## src/rtl/div18x18_2c.sv

```systemverilog
// Sequential 18-bit signed divider, radix-2 restoring, one quotient bit
// per enabled cycle, with start/busy/done handshake.
module div18x18_2c (
   input  logic        clk,
   input  logic        rst,
   input  logic        en,
   input  logic        start,
   input  logic [17:0] A,
   input  logic [17:0] B,
   output logic [17:0] Q,
   output logic [17:0] R,
   output logic        busy,
   output logic        done
);

   typedef enum logic [1:0] {
      S_IDLE,
      S_CALC,
      S_FIX
   } state_t;

   state_t      r_state;
   state_t      w_state_nx;
   logic [18:0] r_rem;
   logic [18:0] w_rem;
   logic [17:0] r_dvd;
   logic [17:0] w_dvd;
   logic [17:0] r_babs;
   logic [17:0] w_babs;
   logic [4:0]  r_cnt;
   logic [4:0]  w_cnt;
   logic        r_sign_q;
   logic        w_sign_q;
   logic        r_sign_r;
   logic        w_sign_r;
   logic [17:0] r_q;
   logic [17:0] w_q;
   logic [17:0] r_r;
   logic [17:0] w_r;
   logic        r_busy;
   logic        w_busy;
   logic        r_done;
   logic        w_done;
   logic [19:0] w_trial;

   always_ff @(posedge clk) begin
      if (rst) begin
         r_state  <= S_IDLE;
         r_rem    <= '0;
         r_dvd    <= '0;
         r_babs   <= '0;
         r_cnt    <= '0;
         r_sign_q <= 1'b0;
         r_sign_r <= 1'b0;
         r_q      <= '0;
         r_r      <= '0;
         r_busy   <= 1'b0;
         r_done   <= 1'b0;
      end else if (en) begin
         r_state  <= w_state_nx;
         r_rem    <= w_rem;
         r_dvd    <= w_dvd;
         r_babs   <= w_babs;
         r_cnt    <= w_cnt;
         r_sign_q <= w_sign_q;
         r_sign_r <= w_sign_r;
         r_q      <= w_q;
         r_r      <= w_r;
         r_busy   <= w_busy;
         r_done   <= w_done;
      end
   end

   // Partial remainder stays below |B| <= 2^17, so its top bit is always 0.
   assign w_trial = {r_rem, r_dvd[17]} - {2'b00, r_babs};

   always_comb begin
      w_state_nx = r_state;
      w_rem      = r_rem;
      w_dvd      = r_dvd;
      w_babs     = r_babs;
      w_cnt      = r_cnt;
      w_sign_q   = r_sign_q;
      w_sign_r   = r_sign_r;
      w_q        = r_q;
      w_r        = r_r;
      w_busy     = r_busy;
      w_done     = 1'b0;
      unique case (r_state)
         S_IDLE: begin
            if (start) begin
               w_state_nx = S_CALC;
               w_sign_q   = (A[17] ^ B[17]) & (|B);
               w_sign_r   = A[17];
               w_dvd      = A[17] ? (18'd0 - A) : A;
               w_babs     = B[17] ? (18'd0 - B) : B;
               w_rem      = '0;
               w_cnt      = '0;
               w_busy     = 1'b1;
            end
         end
         S_CALC: begin
            if (!w_trial[19]) begin
               w_rem = w_trial[18:0];
               w_dvd = {r_dvd[16:0], 1'b1};
            end else begin
               w_rem = {r_rem[17:0], r_dvd[17]};
               w_dvd = {r_dvd[16:0], 1'b0};
            end
            w_cnt = r_cnt + 5'd1;
            if (r_cnt == 5'd17) begin
               w_state_nx = S_FIX;
            end
         end
         S_FIX: begin
            w_q        = r_sign_q ? (18'd0 - r_dvd) : r_dvd;
            w_r        = r_sign_r ? (18'd0 - r_rem[17:0]) : r_rem[17:0];
            w_done     = 1'b1;
            w_busy     = 1'b0;
            w_cnt      = '0;
            w_state_nx = S_IDLE;
         end
         default: begin
            w_state_nx = S_IDLE;
         end
      endcase
   end

   assign Q    = r_q;
   assign R    = r_r;
   assign busy = r_busy;
   assign done = r_done;

endmodule

```

## config.mk

```make
export PLATFORM = sky130hd
export DESIGN_NAME = div18x18_2c
export DESIGN_NICKNAME = d
export VERILOG_FILES = /design/src/rtl/div18x18_2c.sv
export SDC_FILE = /design/constraint.sdc
export NUM_CORES = 1
export LEC_CHECK = 0
export ABC_CLOCK_PERIOD_IN_PS = 3300
export CORE_MARGIN = 5
export CORE_UTILIZATION = 29
export CTS_BUF_LIST = sky130_fd_sc_hd__clkbuf_16
export CTS_CLUSTER_SIZE = 24
export DETAILED_ROUTE_END_ITERATION = 6
export DONT_BUFFER_PORTS = 1
export PLACE_DENSITY = 0.45
export SYNTH_ARGS = -nofsm -noshare
export SYNTH_HDL_FRONTEND = slang
export SYNTH_SLANG_ARGS = --single-unit
```

## constraint.sdc

```tcl
create_clock -name clk -period 3.3 [get_ports clk]
set_input_delay 0.66 -clock clk [delete_from_list [all_inputs] [get_ports clk]]
set_output_delay 0.66 -clock clk [all_outputs]
set_load 0.02 [all_outputs]
```

==> impl_metrics.csv, run 1 <==
group,metric,value,unit
setup_path,worst_r2r_endpoint,"r_rem[6]$_SDFFE_PP0P_",
power_and_ir_drop,power.density,442,nW/um^2
setup_path,critPathKind,"reg2reg",
yosys,yosys-top-cells-area,"dfxtp_1 32%, xor2_1 7.5%, a211oi_1 7.4%",
clock_tree,post_cts_buffers,0,
hold_path,hold_depth,1,
final_layout,regArea,2040,um^2
setup_path,reg2reg_slack,0.54,ns
routing,drc,0,
global_route,grt_use_total,13.9,%
sta,min_period,2.76,ns
yosys,async_flop_share,0,%
final_layout,post-route-cell-area,6910,um^2
setup_path,start_kind,"flop",
die,core-area,21200,um^2
routing,dr.pass1.iters,5,
sta,post-route-period-util,83.6,%
routing,via_per_inst,4.99,
yosys,netlist.area_leader.share,32.5,%
placement,place_worst_setup_slack,0.546,ns
clock_tree,cts_max_level,3,
yosys,synth_seq_cells,102,
routing,wirelength,17100,um
hold_path,hold_path_end,"Q[0]$_SDFFE_PP0P_",
run,maxCapViolations,0,
placement,io_buffer_count,0,
final_layout,n_fill_cell,2258,
sta,clock_skew,0.0112,ns
die,die-area,24700,um^2
yosys,ys_top_cells_by_count,"102 x dfxtp_1, 99 x nor2_1, 87 x nand2_1",
placement,globalplace.congestion,0.823,
yosys,yosys_warnings,0,
yosys,synth_edf_count,0,
power_and_ir_drop,p_leak,0.00249,uW
clock_tree,cts_resized,0,
global_route,grt_pass1_wl,27500,um
yosys,yosysMostFrequentCell,"dfxtp_1",
final_layout,nets,843,
final_layout,fin_util,32.6,%
final_layout,drive_above_1_share,6.01,%
global_route,grt_max_degree,84,
power_and_ir_drop,peakVddDrop,0.000254,V
final_layout,antenna_cells,0,
placement,placed_cell_area,6590,um^2
die,die_height,157,um
final_layout,multiInputGateArea,3930,um^2
hold_path,holdCritStartpoint,"rst",
setup_path,cp_max_fo,15,
clock_tree,cts.sinks,102,
setup_path,end_kind,"flop",
die,die_x,157,um
yosys,synth_area_per_cell,7.90,um^2
global_route,overflow,0,
yosys,synth_cells,796,
routing,drtIter0Drc,271,
routing,ant_nets,0,
sta,fin_ws,0.542,ns
die,io_pins,78,
sta,setup_viol,0,
clock_tree,clkLatencyLatePin,0.35,ns
final_layout,area_growth,9.83,%
yosys,synth_cell_types,60,
status,run_status,"finished clean",
sta,max_freq,0.363,GHz
yosys,yosysSeqAreaShare,32.5,%
placement,dpl.hpwl,13300,um
hold_path,hp-class,"in2reg",
yosys,yosysTopAreaCell,"dfxtp_1",
setup_path,r2r_start,"r_rem[2]$_SDFFE_PP0P_",
sta,rsz0062_at_grt,"false",
global_route,grt_pass1_vias,4973,
clock_tree,clkTransAtPathRegs,0.07,ns
die,num_rows,53,
clock_tree,root_buffer,"clkbuf_16",
setup_path,r2r_cells,9,
clock_tree,numCtsBuffers,9,
clock_tree,cts_hold_buf,0,
yosys,synth_fp_nets,861,
die,start_util,29.7,%
sta,final_hold_viol_count,0,
setup_path,cp.arrival,3.00,ns
clock_tree,cts_buffer_depth,2,
sta,finalSetupTns,0,ns
sta,worstMarginPinSlew,0.803,ns
setup_path,required,3.54,ns
global_route,grt_antenna_before_repair,0,
sta,relSlewSlack,46.4,%
clock_tree,cts_tree,"yes",
sta,maxSlewViolCount,0,
routing,wire_per_inst,16.2,um
routing,via_count,5275,
yosys,synth_top_flop_cell,"dfxtp_1",
yosys,synth.cell_area,6290,um^2
## power breakdown
part / total, uW / switching, uW / internal [uW] / leakage [uW]
logic: 589 / 336 / 252 / 0.00151
registers: 1330 / 54.2 / 1270 / 0.000828
clock network: 1140 / 477 / 661 / 0.000157
total: 3050 / 868 / 2190 / 0.00249
## worst max-delay path: stages, from the launching register on
cell and delay (ns):
dfxtp_1 0.40, ha_1 0.40, o211ai_1 0.11, a21oi_1 0.24
o21ai_1 0.13, a2111o_1 0.46, a221oi_4 0.29, buf_4 0.30
mux2i_1 0.25, o21ai_1 0.07
## cell usage in the layout, fill, tap and decap left out, types with 3 or more instances in the layout
master,n
nor2_1,97
o31ai_1,16
o21ai_0,14
or3_1,9
buf_4,17
o31a_1,3
or4_1,8
xnor2_1,25
nand3b_1,3
nand3_1,10
nand4_1,4
clkbuf_16,9
o41ai_1,6
o211ai_1,8
nor3_1,10
a211oi_1,62
a21boi_0,3
o21bai_1,4
and2_1,3
a21oi_1,53
nand2_1,87
a21o_1,3
nor2b_1,5
o21ai_1,29
ha_1,24
inv_1,35
o21a_1,4
nor4_1,5
nand2b_1,10
dfxtp_1,102
mux2i_1,20
xor2_1,54
## logic make-up (layout without fill, tap and decap cells)
logic type	count (synthesis)	count (layout)	synth area share, %
adders and majority gates	25	25	5.09
DFF	102	102	32.5
AOI/OAI and AO/OA	225	225	24.1
muxes	20	20	3.18
xor gates and xnor gates	79	79	11.0
and+or+nand+nor	263	263	18.9
buffers and inverters	82	68	5.25
## sequential cells by signal (all words and copies together), names as in the netlist
name / cells
r_sign_q: 1
r_cnt: 5
r_state: 2
Q: 18
r_babs: 18
r_sign_r: 1
busy: 1
r_rem: 19
r_dvd: 18
R: 18
done: 1
## final cells by class
| type | instances | area share [%] |
|---|---|---|
| Clock buffer | 9 | 3.26 |
| Tap cell | 275 | 4.98 |
| Inverter | 35 | 1.90 |
| Multi-Input combinational cell | 612 | 56.9 |
| Sequential cell | 102 | 29.6 |
| Timing Repair Buffer | 18 | 2.14 |
| Clock inverter | 6 | 1.25 |
## metal layers
| metal | vias to the layer above | track usage, % | part of all wire (%) |
|---|---|---|---|
| li1 | 2789 | - | - |
| met1 | 2390 | 20.4 | 51 |
| met2 | 85 | 20.2 | 42 |
| met3 | 11 | 3.52 | 5.3 |
| met4 | 0 | 3.77 | 1.2 |
| met5 | - | 0 | 0 |
## how the worst max path moves through the flow
stage	startpoint	endpoint	slack [ns]	cells past startpoint
2_1_floorplan	r_rem[8]$_SDFFE_PP0P_	r_rem[3]$_SDFFE_PP0P_	0.77	9
3_3_place_gp	A[1]	r_dvd[16]$_SDFFE_PP0P_	0.60	9
3_5_place_dp	A[1]	r_dvd[16]$_SDFFE_PP0P_	0.55	9
4_1_cts	r_rem[2]$_SDFFE_PP0P_	r_rem[11]$_SDFFE_PP0P_	0.53	9
5_1_grt	r_rem[2]$_SDFFE_PP0P_	r_rem[11]$_SDFFE_PP0P_	0.31	9
6_report	r_rem[2]$_SDFFE_PP0P_	r_rem[6]$_SDFFE_PP0P_	0.54	9
## through the flow
step                      total power, uW  std cells  hold WS (ns)
after floorplan                      1840        796         0.440
after global routing                 3230       1057         0.345
after CTS                            3100       1057         0.358
after global placement               1950       1042         0.468
final                                3050       1057         0.372
after detailed placement             1950       1042         0.466
No activity file was read; power rests on OpenSTA's default activity.
==> run 2, diff against run 1 <==
ABC_CLOCK_PERIOD_IN_PS = 2800   (was 3300)
clock period = 2.8 ns   (was 3.3 ns; I/O delays follow)
==> impl_metrics.csv, run 2 (synthesis results as in run 1) <==
group,metric,value,unit
sta,min_period,2.64,ns
final_layout,drive_above_1_share,8.84,%
die,start_util,29.7,%
final_layout,n_fill_cell,2235,
hold_path,holdCritStartpoint,"rst",
placement,io_buffer_count,0,
clock_tree,cts_tree,"yes",
clock_tree,cts_hold_buf,0,
setup_path,start_kind,"flop",
sta,rsz0062_at_grt,"false",
hold_path,hold_path_end,"done$_SDFFE_PP0P_",
final_layout,final_common_cell,"dfxtp_1",
routing,wire_per_inst,16.5,um
global_route,grt_pass1_wl,28600,um
die,core-area,21200,um^2
global_route,overflow,0,
routing,drtIter0Drc,265,
die,die_height,157,um
clock_tree,clkTransAtPathRegs,0.08,ns
routing,via_count,5341,
die,io_pins,78,
routing,drc,0,
sta,final_hold_viol_count,0,
clock_tree,root_buffer,"clkbuf_16",
routing,wirelength,17800,um
clock_tree,cts.sinks,102,
die,die-area,24700,um^2
setup_path,required,3.04,ns
routing,dr.pass1.iters,4,
global_route,grt_use_total,14.4,%
setup_path,worst_r2r_endpoint,"r_rem[15]$_SDFFE_PP0P_",
clock_tree,clkLatencyLatePin,0.35,ns
global_route,grt_antenna_before_repair,0,
global_route,grt_max_degree,84,
power_and_ir_drop,power.density,520,nW/um^2
hold_path,hp-class,"in2reg",
sta,post-route-period-util,94.4,%
clock_tree,numCtsBuffers,9,
power_and_ir_drop,peakVddDrop,0.000263,V
global_route,grt_pass1_vias,5208,
run,maxCapViolations,0,
final_layout,area_growth,13.4,%
clock_tree,cts_buffer_depth,2,
placement,dpl.hpwl,13700,um
power_and_ir_drop,p_leak,0.00261,uW
sta,worstMarginPinSlew,1.11,ns
routing,via_per_inst,4.95,
sta,setup_viol,0,
setup_path,r2r_cells,11,
final_layout,nets,864,
hold_path,hold_depth,1,
sta,maxSlewViolCount,0,
routing,ant_nets,0,
sta,relSlewSlack,25.7,%
final_layout,layout_common_cells,"102 x dfxtp_1, 97 x nor2_1, 87 x nand2_1, 62 x a211oi_1, 54 x xor2_1",
sta,finalSetupTns,0,ns
setup_path,critPathKind,"reg2reg",
sta,max_freq,0.378,GHz
die,num_rows,53,
status,run_status,"finished clean",
setup_path,end_kind,"flop",
final_layout,regMostFlops,"r_rem",
placement,globalplace.congestion,0.768,
setup_path,r2r_start,"r_babs[9]$_SDFFE_PP0P_",
final_layout,fin_util,33.7,%
final_layout,regArea,2040,um^2
clock_tree,cts_max_level,3,
setup_path,reg2reg_slack,0.16,ns
setup_path,cp.arrival,2.88,ns
sta,clock_skew,0.00967,ns
final_layout,multiInputGateArea,3950,um^2
setup_path,cp_max_fo,5,
final_layout,antenna_cells,0,
final_layout,largest_reg_flops,19,
die,die_x,157,um
==> run 2: per-stage QoR <==
step / power (uW) / hold slack [ns] / cells / instance area, um^2 / setup slack (ns)
final: 3710 / 0.270 / 1078 / 7130 / 0.157
after global placement: 2330 / 0.453 / 1058 / 6710 / 0.228
after CTS: 3710 / 0.260 / 1073 / 7030 / 0.147
after global routing: 3910 / 0.260 / 1078 / 7130 / 0.00904
after floorplan: 2170 / 0.440 / 796 / 6290 / 0.272
after detailed placement: 2330 / 0.460 / 1058 / 6710 / 0.170
==> run 2: area by class of cell <==
| class | instances | area share (%) |
|---|---|---|
| clock inverter | 6 | 1.21 |
| sequential | 102 | 28.6 |
| multi-input combinational | 612 | 55.4 |
| clock buffer | 9 | 3.16 |
| tap | 275 | 4.83 |
| timing repair buffer | 39 | 4.93 |
| inverter | 35 | 1.84 |
==> run 2: worst max-delay path by stage <==
stage / slack [ns] / end / startpoint
6_report: 0.16 / r_rem[15]$_SDFFE_PP0P_ / r_babs[9]$_SDFFE_PP0P_
3_3_place_gp: 0.23 / r_rem[3]$_SDFFE_PP0P_ / r_babs[5]$_SDFFE_PP0P_
2_1_floorplan: 0.27 / r_rem[3]$_SDFFE_PP0P_ / r_rem[8]$_SDFFE_PP0P_
3_5_place_dp: 0.17 / r_rem[17]$_SDFFE_PP0P_ / r_babs[9]$_SDFFE_PP0P_
4_1_cts: 0.15 / r_rem[17]$_SDFFE_PP0P_ / r_babs[9]$_SDFFE_PP0P_
5_1_grt: 0.009 / r_rem[15]$_SDFFE_PP0P_ / r_babs[16]$_SDFFE_PP0P_
==> run 2: power breakdown <==
part / leakage (uW) / switching [uW] / internal, uW
Sequential: 0.000828 / 57.1 / 1500
Clock: 0.000153 / 580 / 780
Combinational: 0.00163 / 428 / 363
==> run 2: critical path, cell delays in order (launching register included) <==
cell	delay [ns]
dfxtp_1	0.33
inv_1	0.05
ha_2	0.37
nand2_2	0.08
nor4b_2	0.27
o21ai_1	0.14
a2111o_1	0.41
a221oi_4	0.31
buf_6	0.18
clkbuf_16	0.14
mux2i_1	0.18
o21ai_1	0.07
==> run 2: what timing repair did <==
| item | CTS | global route |
|---|---|---|
| gates resized for setup | 0 | 5 |
| endpoints found under the setup margin | 0 | 4 |
| hold endpoints to repair | 0 | 0 |
| buffers inserted | 0 | 2 |
==> run 2: per-layer routing <==
metal | up-vias | GRT usage, % | part of all wire [%]
met4 | 0 | 4.06 | 1.5
met5 | - | 0 | 0
met2 | 86 | 21.0 | 42
met1 | 2411 | 21.2 | 52
li1 | 2832 | - | -
met3 | 12 | 3.24 | 4.5
==> run 3, diff against run 2 <==
CELL_PAD_IN_SITES_DETAIL_PLACEMENT = 1   (was unset)
CELL_PAD_IN_SITES_GLOBAL_PLACEMENT = 1   (was unset)
PLACE_DENSITY = 0.55   (was 0.45)
==> impl_metrics.csv, run 3 (synthesis results as in run 1) <==
group,metric,value,unit
global_route,grt_pass1_wl,31400,um
final_layout,regMostFlops,"r_rem",
die,core-area,21200,um^2
final_layout,largest_reg_flops,19,
setup_path,cp_max_fo,8,
die,die-area,24700,um^2
global_route,grt_use_total,15.9,%
final_layout,n_fill_cell,2499,
clock_tree,cts_buffer_depth,2,
setup_path,required,3.05,ns
clock_tree,cts_max_level,3,
sta,worstMarginPinSlew,0.638,ns
power_and_ir_drop,peakVddDrop,0.000270,V
clock_tree,clkLatencyLatePin,0.36,ns
global_route,grt_max_degree,84,
final_layout,nets,862,
placement,io_buffer_count,0,
final_layout,regArea,2040,um^2
routing,drc,0,
sta,min_period,2.63,ns
final_layout,fin_util,33.7,%
routing,dr.pass1.iters,4,
status,run_status,"finished clean",
final_layout,stdcell_count,1077,
power_and_ir_drop,p_leak,0.00258,uW
final_layout,antenna_cells,0,
sta,post-route-period-util,94.0,%
setup_path,critPathKind,"reg2reg",
sta,clock_skew,0.0126,ns
routing,via_per_inst,5.18,
clock_tree,root_buffer,"clkbuf_16",
sta,max_freq,0.380,GHz
clock_tree,numCtsBuffers,9,
die,die_x,157,um
final_layout,drive_above_1_share,9.73,%
run,maxCapViolations,0,
die,io_pins,78,
final_layout,post-route-cell-area,7120,um^2
setup_path,end_kind,"flop",
global_route,overflow,0,
clock_tree,cts.sinks,102,
sta,hold_ws,0.275,ns
final_layout,layout_common_cells,"101 x dfxtp_1, 97 x nor2_1, 87 x nand2_1, 62 x a211oi_1, 54 x xor2_1",
global_route,grt_antenna_before_repair,0,
die,die_height,157,um
routing,ant_nets,0,
final_layout,multiInputGateArea,4000,um^2
placement,placed_cell_area,6710,um^2
hold_path,hp-class,"in2reg",
sta,relSlewSlack,57.5,%
placement,dpl.hpwl,15300,um
setup_path,cp.arrival,2.88,ns
sta,setup_viol,0,
clock_tree,clkTransAtPathRegs,0.08,ns
placement,globalplace.congestion,0.797,
final_layout,final_common_cell,"dfxtp_1",
clock_tree,cts_tree,"yes",
global_route,grt_pass1_vias,5710,
sta,final_hold_viol_count,0,
die,num_rows,53,
placement,dp_cells,1058,
routing,drtIter0Drc,275,
sta,maxSlewViolCount,0,
routing,via_count,5584,
routing,wire_per_inst,18.3,um
routing,wirelength,19700,um
setup_path,start_kind,"flop",
power_and_ir_drop,power.density,515,nW/um^2
die,start_util,29.7,%
final_layout,area_growth,13.3,%
## run 3: timing repair
| action | 4_1_cts | 5_1_grt |
|---|---|---|
| buffers inserted | 0 | 2 |
| hold buffers | 0 | 0 |
| setup endpoints to repair | 0 | 17 |
| endpoints found under the hold margin | 0 | 0 |
| gates resized for setup | 0 | 13 |
## run 3: per-stage QoR
step           TNS [ns]  total power (uW)  setup WS [ns]
2_1_floorplan         0              2170          0.272
3_3_place_gp          0              2340          0.203
3_5_place_dp          0              2360          0.141
4_1_cts               0              3670          0.134
5_1_grt         -0.0241              3860        -0.0113
6_report              0              3670          0.169
## run 3: routing by layer
| layer | vias up | part of all wire [%] | track usage, % |
|---|---|---|---|
| li1 | 2820 | - | - |
| met1 | 2658 | 48 | 20.9 |
| met2 | 78 | 46 | 25.9 |
| met3 | 28 | 4.4 | 3.57 |
| met4 | 0 | 2.2 | 4.92 |
| met5 | - | 0 | 0 |
## run 3: final cells by class
class | instances | area share (%)
clock buffers | 9 | 3.16
flip-flops and latches | 102 | 28.7
multi-input cells | 612 | 56.1
inverters | 35 | 1.84
well taps | 275 | 4.83
clock inverters | 7 | 1.04
repair buffers | 37 | 4.32
## run 3: report_power, final
| part | total [uW] | switching, uW | internal (uW) |
|---|---|---|---|
| clock | 1300 | 664 | 635 |
| sequential | 1560 | 64.8 | 1500 |
| combinational | 804 | 446 | 357 |
## run 3: worst paths after layout
check / startpoint / end / slack, ns / cells after the start
setup / recovery: r_babs[16]$_SDFFE_PP0P_ / r_rem[7]$_SDFFE_PP0P_ / 0.17 / 11
hold / removal: rst / r_babs[12]$_SDFFE_PP0P_ / 0.27 / 1
setup reg to reg: r_babs[16]$_SDFFE_PP0P_ / r_rem[7]$_SDFFE_PP0P_ / 0.17 / 11
hold reg to reg: r_babs[3]$_SDFFE_PP0P_ / r_babs[3]$_SDFFE_PP0P_ / 0.48 / 2
## run 3: critical path, cell delays in order, from the launching register on
cell and delay (ns):
dfxtp_1 0.38, inv_1 0.07, ha_1 0.34, and4_1 0.26, a311o_1 0.35, a21oi_1 0.17, nor2_1 0.09, a221oi_4 0.23
buf_4 0.17, buf_12 0.13, mux2i_2 0.24, o21ai_1 0.09
